## src/rtl/sdr_bus_pkg.sv

```systemverilog
// Shared constants and FSM encoding for the SDR bus condition detector.
package sdr_bus_pkg;

    localparam int SYNC_STAGES_DEF  = 2;
    localparam int FILT_CYC_DEF     = 3;
    localparam int BUS_FREE_CYC_DEF = 50;

    // Widths cover the legal parameter ranges (FILT_CYC <= 15, BUS_FREE_CYC <= 1023)
    localparam int FILT_CNT_W = 4;
    localparam int FREE_CNT_W = 10;

    typedef enum logic [1:0] {
        FREE_WAIT = 2'd0,
        FREE      = 2'd1,
        BUSY      = 2'd2
    } bus_state_t;

endpackage

```

## src/rtl/sdr_sig_filter.sv

```systemverilog
// One bus line: SYNC_STAGES flop synchronizer followed by an optional glitch filter
// (compiled in with SDR_BUS_GLITCH_FILTER_EN). Latency SYNC_STAGES (+FILT_CYC in OD); no backpressure.
module sdr_sig_filter
    import sdr_bus_pkg::*;
#(
    parameter int SYNC_STAGES = SYNC_STAGES_DEF,
    parameter int FILT_CYC    = FILT_CYC_DEF
) (
    input  logic clk,
    input  logic rst_n,
    input  logic raw,
    input  logic pp_od,
    output logic filt
);

    logic [SYNC_STAGES-1:0] sync_q;
    logic                   sync;

    // Reset to 1: the bus idles pulled up
    always_ff @(posedge clk or negedge rst_n) begin
        if (!rst_n) begin
            sync_q <= '1;
        end else begin
            sync_q <= {sync_q[SYNC_STAGES-2:0], raw};
        end
    end

    assign sync = sync_q[SYNC_STAGES-1];

`ifdef SDR_BUS_GLITCH_FILTER_EN
    logic                  level_q;
    logic [FILT_CNT_W-1:0] cnt_q;

    // In push-pull the level tracks the synchronizer so a switch back to
    // open-drain starts from a settled value with a cleared counter.
    always_ff @(posedge clk or negedge rst_n) begin
        if (!rst_n) begin
            level_q <= 1'b1;
            cnt_q   <= '0;
        end else if (pp_od) begin
            level_q <= sync;
            cnt_q   <= '0;
        end else if (sync == level_q) begin
            cnt_q   <= '0;
        end else if (cnt_q == FILT_CNT_W'(FILT_CYC - 1)) begin
            level_q <= sync;
            cnt_q   <= '0;
        end else begin
            cnt_q   <= cnt_q + 1'b1;
        end
    end

    assign filt = pp_od ? sync : level_q;
`else
    logic unused_cfg;

    assign unused_cfg = pp_od | (FILT_CYC == 0);
    assign filt       = sync;
`endif

endmodule

```

## src/rtl/sdr_bus_cond_detector.sv

```systemverilog
// SCL/SDA conditioning plus START/repeated-START/STOP detection and bus busy/free tracking.
// Latency raw->pulse SYNC_STAGES+1 (+FILT_CYC in OD with SDR_BUS_GLITCH_FILTER_EN); no backpressure.
module sdr_bus_cond_detector
    import sdr_bus_pkg::*;
#(
    parameter int SYNC_STAGES  = SYNC_STAGES_DEF,
    parameter int FILT_CYC     = FILT_CYC_DEF,
    parameter int BUS_FREE_CYC = BUS_FREE_CYC_DEF
) (
    input  logic i_sdr_ctrl_clk,
    input  logic i_sdr_ctrl_rst_n,
    input  logic i_scl,
    input  logic i_sda,
    input  logic i_sdr_scl_gen_pp_od,
    output logic o_scl_filt,
    output logic o_sda_filt,
    output logic o_scl_pos_edge,
    output logic o_scl_neg_edge,
    output logic o_start,
    output logic o_rstart,
    output logic o_stop,
    output logic o_bus_busy,
    output logic o_bus_free
);

    bus_state_t            state_q;
    logic [FREE_CNT_W-1:0] free_cnt_q;
    logic                  scl_q;
    logic                  sda_q;
    logic                  scl_rise;
    logic                  scl_fall;
    logic                  start_cond;
    logic                  stop_cond;
    logic                  lines_high;

    sdr_sig_filter #(
        .SYNC_STAGES (SYNC_STAGES),
        .FILT_CYC    (FILT_CYC)
    ) u_scl_filt (
        .clk   (i_sdr_ctrl_clk),
        .rst_n (i_sdr_ctrl_rst_n),
        .raw   (i_scl),
        .pp_od (i_sdr_scl_gen_pp_od),
        .filt  (o_scl_filt)
    );

    sdr_sig_filter #(
        .SYNC_STAGES (SYNC_STAGES),
        .FILT_CYC    (FILT_CYC)
    ) u_sda_filt (
        .clk   (i_sdr_ctrl_clk),
        .rst_n (i_sdr_ctrl_rst_n),
        .raw   (i_sda),
        .pp_od (i_sdr_scl_gen_pp_od),
        .filt  (o_sda_filt)
    );

    // SCL must be high on both sides of the SDA transition; a simultaneous
    // SCL change is treated as a clock edge only.
    assign scl_rise   = o_scl_filt & ~scl_q;
    assign scl_fall   = ~o_scl_filt & scl_q;
    assign start_cond = scl_q & o_scl_filt & sda_q & ~o_sda_filt;
    assign stop_cond  = scl_q & o_scl_filt & ~sda_q & o_sda_filt;
    assign lines_high = o_scl_filt & o_sda_filt;

    always_ff @(posedge i_sdr_ctrl_clk or negedge i_sdr_ctrl_rst_n) begin
        if (!i_sdr_ctrl_rst_n) begin
            state_q        <= FREE_WAIT;
            free_cnt_q     <= '0;
            scl_q          <= 1'b1;
            sda_q          <= 1'b1;
            o_scl_pos_edge <= 1'b0;
            o_scl_neg_edge <= 1'b0;
            o_start        <= 1'b0;
            o_rstart       <= 1'b0;
            o_stop         <= 1'b0;
            o_bus_busy     <= 1'b0;
            o_bus_free     <= 1'b0;
        end else begin
            scl_q          <= o_scl_filt;
            sda_q          <= o_sda_filt;
            o_scl_pos_edge <= scl_rise;
            o_scl_neg_edge <= scl_fall;
            o_start        <= 1'b0;
            o_rstart       <= 1'b0;
            o_stop         <= 1'b0;

            case (state_q)
                FREE_WAIT: begin
                    if (start_cond) begin
                        state_q    <= BUSY;
                        o_start    <= 1'b1;
                        o_bus_busy <= 1'b1;
                        free_cnt_q <= '0;
                    end else if (lines_high) begin
                        // Counter stops at the threshold, so it never wraps
                        if (free_cnt_q == FREE_CNT_W'(BUS_FREE_CYC - 1)) begin
                            state_q    <= FREE;
                            o_bus_free <= 1'b1;
                        end else begin
                            free_cnt_q <= free_cnt_q + 1'b1;
                        end
                    end else begin
                        free_cnt_q <= '0;
                    end
                end

                FREE: begin
                    if (start_cond) begin
                        state_q    <= BUSY;
                        o_start    <= 1'b1;
                        o_bus_busy <= 1'b1;
                        o_bus_free <= 1'b0;
                        free_cnt_q <= '0;
                    end else if (!lines_high) begin
                        state_q    <= FREE_WAIT;
                        o_bus_free <= 1'b0;
                        free_cnt_q <= '0;
                    end
                end

                BUSY: begin
                    if (start_cond) begin
                        o_rstart <= 1'b1;
                    end else if (stop_cond) begin
                        state_q    <= FREE_WAIT;
                        o_stop     <= 1'b1;
                        o_bus_busy <= 1'b0;
                        free_cnt_q <= '0;
                    end
                end

                default: begin
                    state_q    <= FREE_WAIT;
                    free_cnt_q <= '0;
                    o_bus_busy <= 1'b0;
                    o_bus_free <= 1'b0;
                end
            endcase
        end
    end

endmodule
```

## config.mk

```make
export PLATFORM = sky130hd
export DESIGN_NAME = sdr_bus_cond_detector
export DESIGN_NICKNAME = d
export VERILOG_FILES = /design/src/rtl/sdr_bus_pkg.sv /design/src/rtl/sdr_sig_filter.sv /design/src/rtl/sdr_bus_cond_detector.sv
export SDC_FILE = /design/constraint.sdc
export NUM_CORES = 1
export LEC_CHECK = 0
export BUFFER_PORTS_ARGS = -buffer_cell sky130_fd_sc_hd__buf_4
export CORE_UTILIZATION = 58
export CTS_BUF_LIST = sky130_fd_sc_hd__clkbuf_2 sky130_fd_sc_hd__clkbuf_4 sky130_fd_sc_hd__clkbuf_8
export DETAILED_ROUTE_END_ITERATION = 8
export PLACE_DENSITY_LB_ADDON = 0.12
export SLEW_MARGIN = 20
export SYNTH_ARGS = -nofsm -noshare
export SYNTH_HDL_FRONTEND = slang
export SYNTH_HIERARCHICAL = 1
export SYNTH_SLANG_ARGS = --single-unit
```

## constraint.sdc

```tcl
create_clock -name i_sdr_ctrl_clk -period 1.7 [get_ports i_sdr_ctrl_clk]
set_input_delay 0.425 -clock i_sdr_ctrl_clk [delete_from_list [all_inputs] [get_ports i_sdr_ctrl_clk]]
set_output_delay 0.425 -clock i_sdr_ctrl_clk [all_outputs]
set_load 0.05 [all_outputs]
```

# Yosys cells after proc, flatten, opt, wreduce, memory -nomap -nowiden
# Index checks and enable logic that the tools add are counted.
[word_totals]
out_inout_bits = 9
elab_cells = 78
in_bits = 5
reg_bits = 25
[classes]
n_reduce_logical = 6
bitwise_logic = 13
eq_ne = 13
mux = 32
addsub = 1
[ops]
columns = ["cell", "n"]
rows = [
  ["$mux W10", 7],
  ["$pmux W10 S3", 1],
  ["$mux W1", 14],
  ["$mux W2", 7],
  ["$add A10 B1 Y10 const B", 1],
  ["$eq A10 B6 Y1 const B", 1],
  ["$ne A2 B2 Y1 const B", 5],
  ["$reduce_and A5 Y1", 2],
  ["$ne A3 B3 Y1 const B", 3],
  ["$and A1 B1 Y1", 8],
  ["$pmux W2 S3", 1],
  ["$not A1 Y1", 5],
  ["$ne A4 B4 Y1 const B", 1],
  ["$reduce_and A4 Y1", 1],
  ["$pmux W1 S3", 1],
  ["$reduce_and A3 Y1", 1],
  ["$eq A2 B1 Y1 const B", 1],
  ["$eq A2 B2 Y1 const B", 1],
  ["$logic_not A2 Y1", 1],
  ["$ne A2 B1 Y1 const B", 1],
  ["$pmux W1 S2", 1],
  ["$reduce_or A2 Y1", 1],
]

# Longest topological paths before layout
[logic_depth]
word_depth = 6
mapped_depth = 6

# Cells and area by module
# Netlist, hierarchy kept.
[modules_own_cells]
columns = ["module", "cells_per_inst", "instances", "area_per_inst_um2", "seq_area_each_um2"]
rows = [
  ["sdr_bus_cond_detector", 96, 1, 1013.5, 528.0],
  ["sdr_sig_filter", 2, 2, 52.6, 52.6],
]

# Worst setup path after synthesis
# OpenSTA, ideal clock, no wires.
[synth_timing]
path_type = "reg-to-reg"
startpoint = "register u_scl_filt.sync_q[1]"
endpoint = "register free_cnt_q[0]"
path_slack_ns = 0.021
required_time_ns = 1.582
setup_ns = 0.118
t_arrival_ns = 1.561
synth_period_minus_slack_ns = 1.679
stages_incl_launch_ff = 5
cell_sequence = "dfstp_2 > nand4b_2 > a22o_4 > o21bai_1 > a21o_1"
[synth_via]
elab_chain_len = 5
elab_cells_between_ends = 15
cone_classes = "eq/ne: 4; mux: 4; bitwise: 6; reduce/logical: 1"
[synth_lines]
columns = ["item", "line_no", "source"]
rows = [
  ["start, declared", "sdr_sig_filter.sv:16", "logic [SYNC_STAGES-1:0] sync_q;"],
  ["start signal, assigned", "sdr_sig_filter.sv:24", "sync_q <= {sync_q[SYNC_STAGES-2:0], raw};"],
  ["$and A1 B1 Y1", "sdr_bus_cond_detector.sv:62, sdr_bus_cond_detector.sv:63", ""],
  ["$and A1 B1 Y1 (on tied branches) (2 in series)", "sdr_bus_cond_detector.sv:62, sdr_bus_cond_detector.sv:63", ""],
  ["$ne A4 B4 Y1 (no source line), or another cell as far along", "-", ""],
  ["$reduce_and A4 Y1 (no source line) or $pmux W10 S3 (tied branches)", "-", ""],
  ["end signal, assigned", "sdr_bus_cond_detector.sv:101", "free_cnt_q <= free_cnt_q + 1'b1;"],
  ["end, declared", "sdr_bus_cond_detector.sv:27", "logic [FREE_CNT_W-1:0] free_cnt_q;"],
]
# Parallel ways exist; a longest one is shown, timed or not.
# A chain may end at the register's enable or synchronous reset.

# Worst setup path after layout
[layout_timing]
startpoint = "register u_scl_filt.sync_q[1]"
endpoint = "output o_scl_filt"
[layout_lines]
columns = ["item", "line_no", "source"]
rows = [
  ["end, declared", "sdr_bus_cond_detector.sv:15", "output logic o_scl_filt,"],
]
# No word-level cell between the ends.

==> impl_metrics.tcl <==
set metrics [dict create \
    post_cts_buffers 0 \
    cts_tree "built" \
    synth_nets 107 \
    rows 15 \
    min_period_ps 1617 \
    path_depth 1 \
    yosysWarnings 6 \
    die_y_um 45.92 \
    cp_slowest_cell "dfstp_2" \
    seqPwrFrac 0.622 \
    slew_headroom 0.7991 \
    synth_top_cell_by_area "dfrtp_1" \
    layout-drive-gt1-share 0.2348 \
    crit_fanout 10 \
    powerDensity_nw_per_um2 823.9 \
    clock_latency_ps 320 \
    p_clk_frac 0.265 \
    grt_max_degree 26 \
    h-tree-depth 1 \
    placed_area_sq_um 1231 \
    worst_pin_slew_ps 299.8 \
    synthesis.area_sq_um 1119 \
    die_x_um 45.92 \
    critPathBufInv 1 \
    critPathLaunchType "register" \
    crit_path_end "o_scl_filt" \
    ys_seq_elements 25 \
    regToRegEndpoint "free_cnt_q[0]" \
    setup.worst_path.end_class "primary output" \
    p_switching_uw 270.8 \
    ys_async_sr_fraction 1.000 \
    cp_top_family "flip-flops" \
    fin_crit_sh 0.9510 \
    path_cells "buf_4" \
    avgSynthCellArea_sq_um 11.19 \
    max_freq_ghz 0.6186 \
    core_sq_um 1764 \
    finalInstanceArea_sq_um 1271 \
    first_global_vias 771 \
    antenna_cells 0 \
    ios 14 \
    clk_path_buf_depth 2 \
    synth-main-ff-cell "dfrtp_1" \
    grt_setup_unrepaired "no" \
    setup-tns-final_ps 0 \
    synth_most_common_cell "dfrtp_1" \
    clock-root-buffer "clkbuf_4" \
    drt_wl_total_um 1998 \
    hold_violations 0 \
    synth_cell_types 38 \
    synth_top_area_frac 0.4251 \
    grt_use_total 0.2251 \
    ir_drop_mv 0.7795 \
    crit_start "u_scl_filt/sync_q[1]" \
    hp-class "in2reg" \
    crit_type "reg2out" \
    nets 123 \
    p_leak_nw 0.5799 \
    ant_nets 0 \
    holdWs_ps 196.2 \
    synthCells 100 \
    die_area_sq_um 2108 \
    final_max_slew_viol_count 0 \
    r2r_slack_ps 110 \
    synth.yosys.seq_area_share 0.5660 \
    slowest_delay_ps 640 \
    routedWlPerCell_um 14.27 \
    combPwrFrac 0.113 \
    fin_total_pwr_mw 1.047 \
    maxCapViolations 0 \
    dp_hpwl_um 1380 \
    port_buffers 12 \
    grt_overflow_total 0 \
    initial_core_util 0.6340 \
    finClkSkew_ps 3.769 \
    status "finished clean" \
    cts_sinks 25 \
    rr_worst_depth 4 \
    sw_frac_of_total 0.2586 \
    synthTopCellsByArea "dfrtp_1 (43%), dfstp_2 (14%), o21ai_1 (5.4%)" \
    drt_iter0_markers 23 \
    vias 841 \
    critical_path_arrival_ps 1190 \
    r2r-start "u_sda_filt/sync_q[1]" \
    path_clk_slew_ps 120 \
    cts_buffers 3 \
    vias_per_cell 6.007 \
    synth-edff-count 0 \
    area_growth_pct 13.65 \
    internal_power_uw 776.5 \
    drt_drc_violations_left 0 \
    grt_pass1_wl_um 3312 \
    gp_congestion 0.7890 \
    first_pass_iters 4 \
    setup_viol_count_final 0 \
    antenna_found_initial 0 \
    required_ps 1270 \
    synth.cells.most_frequent "dfrtp_1 (19), o21ai_1 (12), dfstp_2 (6), nand2_1 (6), nor2_1 (5)" \
]
[power groups by stage]
| stage | Clock [mW] | Sequential (mW) | Combinational, mW |
|---|---|---|---|
| 6_report | 0.278 | 0.651 | 0.118 |
| 5_1_grt | 0.308 | 0.656 | 0.130 |
| 4_1_cts | 0.285 | 0.651 | 0.120 |
| 3_5_place_dp | 0 | 0.662 | 0.118 |
| 3_3_place_gp | 0 | 0.659 | 0.115 |
| 2_1_floorplan | 0 | 0.685 | 0.0480 |
[cell type report]
class / count / area, sq um
sequential: 25 / 633.1
timing repair buffer: 14 / 107.6
fill: 140 / 493.0
multi-input combinational: 70 / 461.7
clock buffer: 4 / 30.03
inverter: 2 / 7.507
tap: 25 / 31.28
[metrics by stage]
step                      std cells  utilization  worst slack [ps]
after floorplan                 100            -             21.21
after global placement          135       0.6979             142.1
after detailed placement        135       0.6979             125.8
after CTS                       140       0.7206             73.41
after global routing            140       0.7206             21.66
final                           140       0.7206             83.34
[worst min-delay path by stage]
stage / startpoint / endpoint / slack [ps] / cells after the start
after global placement: i_sdr_ctrl_rst_n / o_scl_neg_edge / 340 / 1
final: i_scl / u_scl_filt/sync_q[0] / 200 / 1
after CTS: i_scl / u_scl_filt/sync_q[0] / 190 / 1
after detailed placement: i_sdr_ctrl_rst_n / o_scl_neg_edge / 340 / 1
after floorplan: i_sdr_ctrl_rst_n / free_cnt_q[0] / 130 / 0
after global routing: i_sda / u_sda_filt/sync_q[0] / 180 / 1
[sequential cells by signal, summed over array words and instances (netlist names)]
signal / count
free_cnt_q: 10
o_bus_busy: 1
o_bus_free: 1
o_rstart: 1
o_scl_neg_edge: 1
o_scl_pos_edge: 1
o_start: 1
o_stop: 1
scl_q: 1
sda_q: 1
state_q: 2
u_scl_filt/sync_q: 2
u_sda_filt/sync_q: 2
[what timing repair did]
item,CTS,global route
resized for setup,0,0
hold endpoints to repair,19,0
hold buffers,1,0
[placed cells by master (no fill, tap or decap), drive strengths merged, types with 2 or more instances in the layout]
cell type   n
nand4       3
clkbuf      4
a21oi       4
and3b       2
dfstp       6
a21o        2
nor3b       2
inv         2
a31oi       2
nor2b       2
nand2       6
a22o        2
nor2        5
o2bb2ai     2
o21ai      15
o21bai      2
nor3        2
dfrtp      19
nand4b      2
nand3       3
buf        13
and4        2
ha          2
[per-layer routing]
| metal | up-vias | part of all wire | global-route usage |
|---|---|---|---|
| met2 | 29 | 0.44 | 0.3211 |
| met1 | 401 | 0.49 | 0.3264 |
| met4 | 0 | 0.020 | 0.1059 |
| met3 | 5 | 0.052 | 0.04762 |
| met5 | - | 0 | 0 |
| li1 | 406 | - | - |
[cells by family after synthesis]
group,after synthesis,share of synthesized area
AO/OA/AOI/OAI,33,0.1913
adder cells (fa/ha/maj),2,0.02237
buffers and inverters,5,0.02125
flip-flops,25,0.5660
AND/OR/NAND/NOR,35,0.1991
Note: power is estimated with default switching activity, not from simulation.
